### src/rtl/program_ram_arbiter.sv
// Cartridge program RAM front end: packs detected color nits into words, queues them
// in a 2-deep write FIFO and arbitrates the single RAM port between loader writes and CPU fetches.
module program_ram_arbiter #(
  parameter int ADDR_W = 8,
  parameter int DATA_W = 12,
  parameter int NITS   = 6
) (
  input  logic              clk,
  input  logic              reset,
  input  logic              load_start,
  input  logic              color_valid,
  input  logic [1:0]        color,
  input  logic              cpu_req,
  input  logic [ADDR_W-1:0] cpu_addr,
  output logic              cpu_ack,
  output logic [DATA_W-1:0] cpu_rdata,
  output logic              cpu_rvalid,
  output logic [ADDR_W-1:0] ram_addr,
  output logic [DATA_W-1:0] ram_din,
  output logic              ram_we,
  input  logic [DATA_W-1:0] ram_dout,
  output logic [ADDR_W:0]   load_count,
  output logic              load_full,
  output logic              overflow
);

  localparam int CNT_W = (NITS > 1) ? $clog2(NITS) : 1;
  localparam logic [CNT_W-1:0] LAST_NIT = CNT_W'(NITS - 1);

  localparam logic [1:0] S_IDLE      = 2'd0;
  localparam logic [1:0] S_WRITE     = 2'd1;
  localparam logic [1:0] S_READ      = 2'd2;
  localparam logic [1:0] S_READ_DATA = 2'd3;

  localparam logic GRANT_READ  = 1'b0;
  localparam logic GRANT_WRITE = 1'b1;

  logic [1:0]        state;
  logic              last_grant;
  logic [CNT_W-1:0]  nit_cnt;
  logic [DATA_W-1:0] shift_word;
  logic [DATA_W-1:0] next_word;
  logic [ADDR_W-1:0] wr_ptr;

  logic [DATA_W-1:0] fifo_mem [2];
  logic              fifo_wr;
  logic              fifo_rd;
  logic [1:0]        fifo_cnt;
  logic [DATA_W-1:0] fifo_head;

  logic word_done;
  logic fifo_empty;
  logic fifo_full;
  logic push;
  logic pop;
  logic drop;
  logic flush;
  logic want_write;
  logic grant_write;
  logic grant_read;

  // Packing and arbitration decisions for the current cycle
  assign next_word  = {shift_word[DATA_W-3:0], color};
  assign word_done  = color_valid && !load_start && (nit_cnt == LAST_NIT);
  assign fifo_empty = (fifo_cnt == 2'd0);
  assign fifo_full  = (fifo_cnt == 2'd2);
  assign fifo_head  = fifo_mem[fifo_rd];
  assign pop        = (state == S_WRITE);
  // A pop in the same cycle frees the slot, so a completed word is never lost then
  assign push       = word_done && !load_full && (!fifo_full || pop);
  assign drop       = word_done && !push;
  // Words still queued once the RAM is full can never be written; discard them
  assign flush      = load_full && !fifo_empty;
  assign want_write = !fifo_empty && !load_full && !load_start;
  assign grant_write = (state == S_IDLE) && want_write &&
                       (!cpu_req || (last_grant == GRANT_READ));
  assign grant_read  = (state == S_IDLE) && cpu_req && !grant_write;

  // Nit assembly
  always_ff @(posedge clk or negedge reset) begin
    if (!reset) begin
      nit_cnt    <= '0;
      shift_word <= '0;
    end else if (load_start) begin
      nit_cnt    <= '0;
      shift_word <= '0;
    end else if (color_valid) begin
      if (nit_cnt == LAST_NIT) begin
        nit_cnt    <= '0;
        shift_word <= '0;
      end else begin
        nit_cnt    <= nit_cnt + 1'b1;
        shift_word <= next_word;
      end
    end
  end

  // Write FIFO
  always_ff @(posedge clk or negedge reset) begin
    if (!reset) begin
      fifo_mem[0] <= '0;
      fifo_mem[1] <= '0;
      fifo_wr     <= 1'b0;
      fifo_rd     <= 1'b0;
      fifo_cnt    <= 2'd0;
    end else if (load_start || flush) begin
      fifo_wr  <= 1'b0;
      fifo_rd  <= 1'b0;
      fifo_cnt <= 2'd0;
    end else begin
      if (push) begin
        fifo_mem[fifo_wr] <= next_word;
        fifo_wr           <= ~fifo_wr;
      end
      if (pop) begin
        fifo_rd <= ~fifo_rd;
      end
      case ({push, pop})
        2'b10:   fifo_cnt <= fifo_cnt + 2'd1;
        2'b01:   fifo_cnt <= fifo_cnt - 2'd1;
        default: fifo_cnt <= fifo_cnt;
      endcase
    end
  end

  // Load progress and sticky status
  always_ff @(posedge clk or negedge reset) begin
    if (!reset) begin
      wr_ptr     <= '0;
      load_count <= '0;
      load_full  <= 1'b0;
      overflow   <= 1'b0;
    end else if (load_start) begin
      wr_ptr     <= '0;
      load_count <= '0;
      load_full  <= 1'b0;
      overflow   <= 1'b0;
    end else begin
      if (pop) begin
        load_count <= load_count + 1'b1;
        if (wr_ptr == '1) begin
          load_full <= 1'b1;
        end else begin
          wr_ptr <= wr_ptr + 1'b1;
        end
      end
      if (drop || flush) begin
        overflow <= 1'b1;
      end
    end
  end

  // Port FSM with registered RAM and CPU outputs
  always_ff @(posedge clk or negedge reset) begin
    if (!reset) begin
      state      <= S_IDLE;
      last_grant <= GRANT_READ;
      ram_we     <= 1'b0;
      ram_addr   <= '0;
      ram_din    <= '0;
      cpu_ack    <= 1'b0;
      cpu_rvalid <= 1'b0;
      cpu_rdata  <= '0;
    end else begin
      ram_we     <= 1'b0;
      cpu_ack    <= 1'b0;
      cpu_rvalid <= 1'b0;
      case (state)
        S_IDLE: begin
          if (grant_write) begin
            state      <= S_WRITE;
            last_grant <= GRANT_WRITE;
            ram_we     <= 1'b1;
            ram_addr   <= wr_ptr;
            ram_din    <= fifo_head;
          end else if (grant_read) begin
            state      <= S_READ;
            last_grant <= GRANT_READ;
            ram_addr   <= cpu_addr;
            cpu_ack    <= 1'b1;
          end
        end
        S_WRITE: begin
          state <= S_IDLE;
        end
        S_READ: begin
          state <= S_READ_DATA;
        end
        S_READ_DATA: begin
          cpu_rdata  <= ram_dout;
          cpu_rvalid <= 1'b1;
          state      <= S_IDLE;
        end
        default: begin
          state <= S_IDLE;
        end
      endcase
    end
  end

endmodule

### config.mk
export PLATFORM = sky130hd
export DESIGN_NAME = program_ram_arbiter
export DESIGN_NICKNAME = d
export VERILOG_FILES = /design/src/rtl/program_ram_arbiter.sv
export SDC_FILE = /design/constraint.sdc
export NUM_CORES = 1
export LEC_CHECK = 0
export BUFFER_PORTS_ARGS = -buffer_cell sky130_fd_sc_hd__buf_2
export CELL_PAD_IN_SITES_DETAIL_PLACEMENT = 0
export CELL_PAD_IN_SITES_GLOBAL_PLACEMENT = 1
export CORE_ASPECT_RATIO = 1.4
export CORE_MARGIN = 2
export CORE_UTILIZATION = 45
export CTS_BUF_LIST = sky130_fd_sc_hd__clkbuf_4 sky130_fd_sc_hd__clkbuf_8
export CTS_CLUSTER_DIAMETER = 100
export DETAILED_ROUTE_END_ITERATION = 8
export HOLD_SLACK_MARGIN = 0.05
export PLACE_DENSITY = 0.87
export SYNTH_ARGS = -nofsm -noshare
export SYNTH_HDL_FRONTEND = slang
export SYNTH_SLANG_ARGS = --single-unit
export TNS_END_PERCENT = 5
### constraint.sdc
create_clock -name clk -period 2.8 [get_ports clk]
set_input_delay 0.14 -clock clk [delete_from_list [all_inputs] [get_ports clk]]
set_output_delay 0.14 -clock clk [all_outputs]
set_load 0.02 [all_outputs]
; Word level (Yosys, flattened, before mapping)
; Index checks and enable logic that the tools add are counted.
[classes]
add_sub_neg = 5
n_mux = 41
eq_ne = 10
magnitude_cmp = 3
n_reduce_logical = 40
bitwise = 6
[op_table]
columns = operator, n
row1 = 12-bit 2-to-1 mux, 4
row2 = 8-bit 2-to-1 mux, 5
row3 = 10-bit 2-to-1 mux, 3
row4 = 24-bit bitwise mux, 1
row5 = 9-bit 2-to-1 mux, 2
row6 = 1-bit 2-to-1 mux, 17
row7 = 2-bit nonzero test, 7
row8 = 1-bit logical AND, 13
row9 = 12-bit demux with 1-bit select, 1
row10 = 2-bit AND reduction, 5
row11 = 9-bit by 1-bit adder with 9-bit output (second input constant), 1
row12 = 3-bit 2-to-1 mux, 3
row13 = 8-bit by 1-bit adder with 8-bit output (second input constant), 1
row14 = 2-bit == test (second input constant), 4
row15 = 8-bit == test (second input constant), 1
row16 = 1-bit logical NOT, 7
row17 = 2-bit 2-to-1 mux, 3
row18 = 2-bit one-hot mux with 3 select lines, 1
row19 = 2-bit by 1-bit == test with 1-bit output (second input constant), 2
row20 = 2-bit >= comparator (second input constant), 2
row21 = 2-bit logical NOT, 2
row22 = 1-bit logical OR, 4
row23 = 1-bit NOT, 4
row24 = 1-bit NOT with 2-bit output, 2
row25 = other kinds (10), 10
[totals]
word_cells = 124
register_bits = 98
output_inout_bits = 46

; Logic depth before layout (Yosys ltp)
[depth]
word_depth = 11
depth_mapped = 7
mapped_depth_nobuf = 5

; Least setup slack after synthesis
; Ideal clock, no wire load.
[synth_path]
path_type = register to register
from = register load_full
to = register fifo_mem[14] (netlist name)
setup_time_ps = 125
required_time_ps = 2675
period_less_slack_ps = 1710
path_slack_ps = 1090
t_arrival_ps = 1585
path_stages_with_launch = 6
cell_sequence = dfrtp_1 > nor2_2 > o311ai_4 > nor2_1 > buf_4 > mux2_2
[synth_via]
elab_chain_cells = 4
[synth_lines]
columns = item, line
row1 = "start, declared", 23  ; output logic load_full,
row2 = "start signal, assigned", 131  ; load_full <= 1'b0;
row3 = "start signal, assigned", 136  ; load_full <= 1'b0;
row4 = "start signal, assigned", 142  ; load_full <= 1'b1;
row5 = 1-bit logical NOT / 1-bit logical AND (equally long branches), "70, 73"
row6 = 1-bit logical AND / 1-bit logical OR (equally long branches), "70, 106"
row7 = 1-bit logical AND / 1-bit NOT (equally long branches), --
row8 = 2-bit AND reduction (no line) *, --
row9 = "end signal, assigned by index", 112  ; fifo_mem[fifo_wr] <= next_word;
row10 = "end, declared", 45  ; logic [DATA_W-1:0] fifo_mem [2];
; Mark *: on every way between the ends. The rest lies on a longest branch, timed or not.
; A chain may end at the register's enable or synchronous reset.

; Final worst setup path
[layout_path]
from = register nit_cnt[1]
to = register fifo_mem[16] (netlist name)
[layout_via]
elab_chain_cells = 5
[layout_lines]
columns = item, line
row1 = "start, declared", 40  ; logic [CNT_W-1:0] nit_cnt;
row2 = "start signal, assigned", 92  ; nit_cnt <= nit_cnt + 1'b1;
row3 = 3-bit == test, 64  ; assign word_done = color_valid && !load_start && (nit_cnt == LAST_NIT);
row4 = 1-bit logical AND, 64
row5 = 1-bit logical AND (2 in a row), 70  ; assign push = word_done && !load_full && (!fifo_full || pop);
row6 = 2-bit AND reduction (no line), --
; Every way passes these cells.

==> flow_metrics.env <==
export IMPL_final_cell_mix="dfrtp_1 (98), buf_2 (71), nor2_1 (38), mux2_2 (27), mux2i_1 (24)"
export IMPL_coreArea_um2=9030
export IMPL_drt_iter0_drc=133
export IMPL_fin_crit_ps=1840
export IMPL_tritoncts="done"
export IMPL_syn_to_final_growth_pct=19.6
export IMPL_crit_slowest_cell="and4b_1"
export IMPL_cts_buffer_depth=2
export IMPL_die_h_um=118
export IMPL_antenna_found_initial=1
export IMPL_io_pins=73
export IMPL_num_rows=41
export IMPL_combPwrFrac_pct=31.1
export IMPL_fmax_mhz=543
export IMPL_finalWeightedCongestion=0.805
export IMPL_fin_crit_sh_pct=65.8
export IMPL_crit_type="flip-flop to flip-flop"
export IMPL_power_share_clock_pct=22.6
export IMPL_hold_path_class="input pin to flip-flop"
export IMPL_drt_wl_total_um=8670
export IMPL_max_slew_worst_pin_slew_ps=871
export IMPL_synth_edff_count=0
export IMPL_grt_remaining_overflow=0
export IMPL_crit_family="simple AND/OR/NAND/NOR gates"
export IMPL_arrival_ps=2100
export IMPL_reg2reg_setup_slack_ps=960
export IMPL_endpoint_kind="flip-flop"
export IMPL_die_area_um2=10100
export IMPL_grt_pass1_vias=2962
export IMPL_grt_max_degree=61
export IMPL_dpl_cell_area_um2=4650
export IMPL_ys_seq_area_share_pct=58.4
export IMPL_cts_max_level=3
export IMPL_path_cells="and4b_1, o311ai_4, nor2_1, buf_4, mux2_2"
export IMPL_maxCapViolations=0
export IMPL_drc=0
export IMPL_irDropWorstVdd_uv=466
export IMPL_hold_worst_slack_ps=62.8
export IMPL_cts_buffers=9
export IMPL_first_pass_iters=4
export IMPL_postCtsSetupBuffers=0
export IMPL_fin_skew_ps=10.9
export IMPL_ys_ff_latch=98
export IMPL_final_common_cell="dfrtp_1"
export IMPL_synth_cells=346
export IMPL_hold_viol_final=0
export IMPL_relSlewSlack_pct=42.0
export IMPL_synth_fp_nets=375
export IMPL_cts_sinks=98
export IMPL_r2r_end="fifo_mem[16]$_DFFE_PN0P_"
export IMPL_numPortBuffers=72
export IMPL_reg2reg_from="nit_cnt[1]$_DFFE_PN0P_"
export IMPL_drv_slew=0
export IMPL_grt_pass1_wl_um=14600
export IMPL_syn_cell_area_um2=4200
export IMPL_p_switching_uw=1550
export IMPL_ys_warn_count=0
export IMPL_syn_area_per_cell_um2=12.1
export IMPL_slowest_delay_ps=450
export IMPL_vias=2910
export IMPL_dp_hpwl_um=5820
export IMPL_crit_start="nit_cnt[1]$_DFFE_PN0P_"
export IMPL_synth_distinct_cells=44
export IMPL_fill_cells=772
export IMPL_insertedDiodeCount=0
export IMPL_drive_gt1_share_pct=30.9
export IMPL_p_leak_uw=0.00244
export IMPL_routedWlPerCell_um=15.9
export IMPL_insertion_delay_ps=370
export IMPL_dieWidth_um=85.6
export IMPL_ff2ff_path_depth=5
export IMPL_setup_tns_ps=0
export IMPL_outcome="finished clean"
export IMPL_fin_nets=461
export IMPL_path_clk_slew_ps=100
export IMPL_power_uw=4240
export IMPL_start_kind="flip-flop"
export IMPL_grtUsageTotal_pct=18.2
export IMPL_start_util_pct=46.5
export IMPL_async_reset_ff_share_pct=100
export IMPL_seqCellArea_um2=2450
export IMPL_viasPerCell=5.35
export IMPL_cts_root_buf="clkbuf_8"
export IMPL_crit_end="fifo_mem[16]$_DFFE_PN0P_"
export IMPL_path_max_fanout=8
export IMPL_rsz0062_at_grt="false"
export IMPL_cp_buffers_inverters=1
export IMPL_multi_input_area_um2=1630
export IMPL_ys_flop_type="dfrtp_1"
export IMPL_crit_cells=5
export IMPL_seq_power_share_pct=46.2
export IMPL_fin_area_um2=5020
export IMPL_swShare_pct=36.6
export IMPL_utilization_pct=55.6
export IMPL_ant_nets=0
export IMPL_p_int_uw=2690
export IMPL_p_per_area_nw_per_um2=844
export IMPL_setup_viol=0
export IMPL_critPathRequiredTime_ps=3060
-- cells by family after synthesis --
group,Yosys count,synth area share (%)
flops,98,58.4
fa+ha+maj,2,0.596
compound gates,59,9.54
xor+xnor,9,1.88
buf+inv,25,2.80
simple gates,92,10.3
mux,61,16.5
-- power groups by stage --
stage / Sequential, µW / Combinational [µW] / Clock (µW)
2_1_floorplan: 2240 / 616 / 0
4_1_cts: 1960 / 1340 / 977
3_5_place_dp: 1990 / 1320 / 0
3_3_place_gp: 1960 / 1290 / 0
5_1_grt: 2000 / 1440 / 1040
6_report: 1960 / 1320 / 959
-- cell type report --
cell class | instances | share of cell area, %
Multi-Input combinational cell | 223 | 32.4
Timing Repair Buffer | 93 | 11.4
Clock inverter | 7 | 1.64
Clock buffer | 9 | 2.47
Tap cell | 107 | 2.67
Inverter | 7 | 0.523
Sequential cell | 98 | 48.8
-- Yosys cell counts (2+ instances only) --
library cell,count,area (µm²)
buf_4,2,15.0
xnor2_1,6,52.6
o21ai_0,14,70.1
xor2_1,3,26.3
mux2i_1,24,240
a21oi_1,22,110
a22o_1,10,87.6
nand2b_1,4,25.0
nand4_1,4,25.0
a311oi_1,2,17.5
nand2_1,19,71.3
nor3b_1,2,15.0
dfrtp_1,98,2450
nor3_1,7,35.0
nand3_1,6,30.0
inv_1,7,26.3
nor2b_1,2,12.5
ha_1,2,25.0
nor2_1,38,143
mux2_2,27,304
or3_1,3,18.8
buf_1,3,11.3
clkbuf_1,5,18.8
mux2_4,10,150
buf_2,7,35.0
-- worst reg2reg max path, stage by stage (launching register included) --
cell      delay, ps
dfrtp_1         420
and4b_1         450
o311ai_4        180
nor2_1          160
buf_4           190
mux2_2          350
-- flip-flops by register name, indices dropped and copies added, names as in the netlist --
signal / count
last_grant: 1
ram_din: 12
cpu_rvalid: 1
cpu_ack: 1
load_full: 1
overflow: 1
load_count: 9
ram_we: 1
nit_cnt: 3
state: 2
ram_addr: 8
shift_word: 10
cpu_rdata: 12
fifo_wr: 1
fifo_rd: 1
wr_ptr: 8
fifo_cnt: 2
fifo_mem: 24
-- metrics by stage --
| stage | setup slack [ps] | std cells |
|---|---|---|
| 6_report | 959 | 544 |
| 5_1_grt | 853 | 544 |
| 4_1_cts | 948 | 544 |
| 3_5_place_dp | 984 | 512 |
| 3_3_place_gp | 1020 | 512 |
| 2_1_floorplan | 1090 | 346 |
-- routing by layer --
layer	track usage, %	up-vias	part of all wire [%]
met5	0	-	0.13
met4	6.15	2	1.5
met3	4.33	16	3.7
met2	30.8	71	53
met1	22.5	1432	42
li1	-	1389	-
-- how the worst min path moves through the flow --
stage | start | end | cells past startpoint
finish | cpu_addr[6] | ram_addr[6]$_DFFE_PN0P_ | 3
floorplan | reset | cpu_ack$_DFF_PN0_ | 0
global route | cpu_addr[6] | ram_addr[6]$_DFFE_PN0P_ | 3
detailed placement | reset | nit_cnt[0]$_DFFE_PN0P_ | 1
global placement | reset | nit_cnt[0]$_DFFE_PN0P_ | 1
CTS | cpu_addr[6] | ram_addr[6]$_DFFE_PN0P_ | 3
-- timing repair --
item,in CTS,in global routing
endpoints found under the setup margin,0,0
gates resized for setup,0,0
hold buffers,16,0
hold endpoints to repair,78,0
Power figures use the tool's default switching activity.
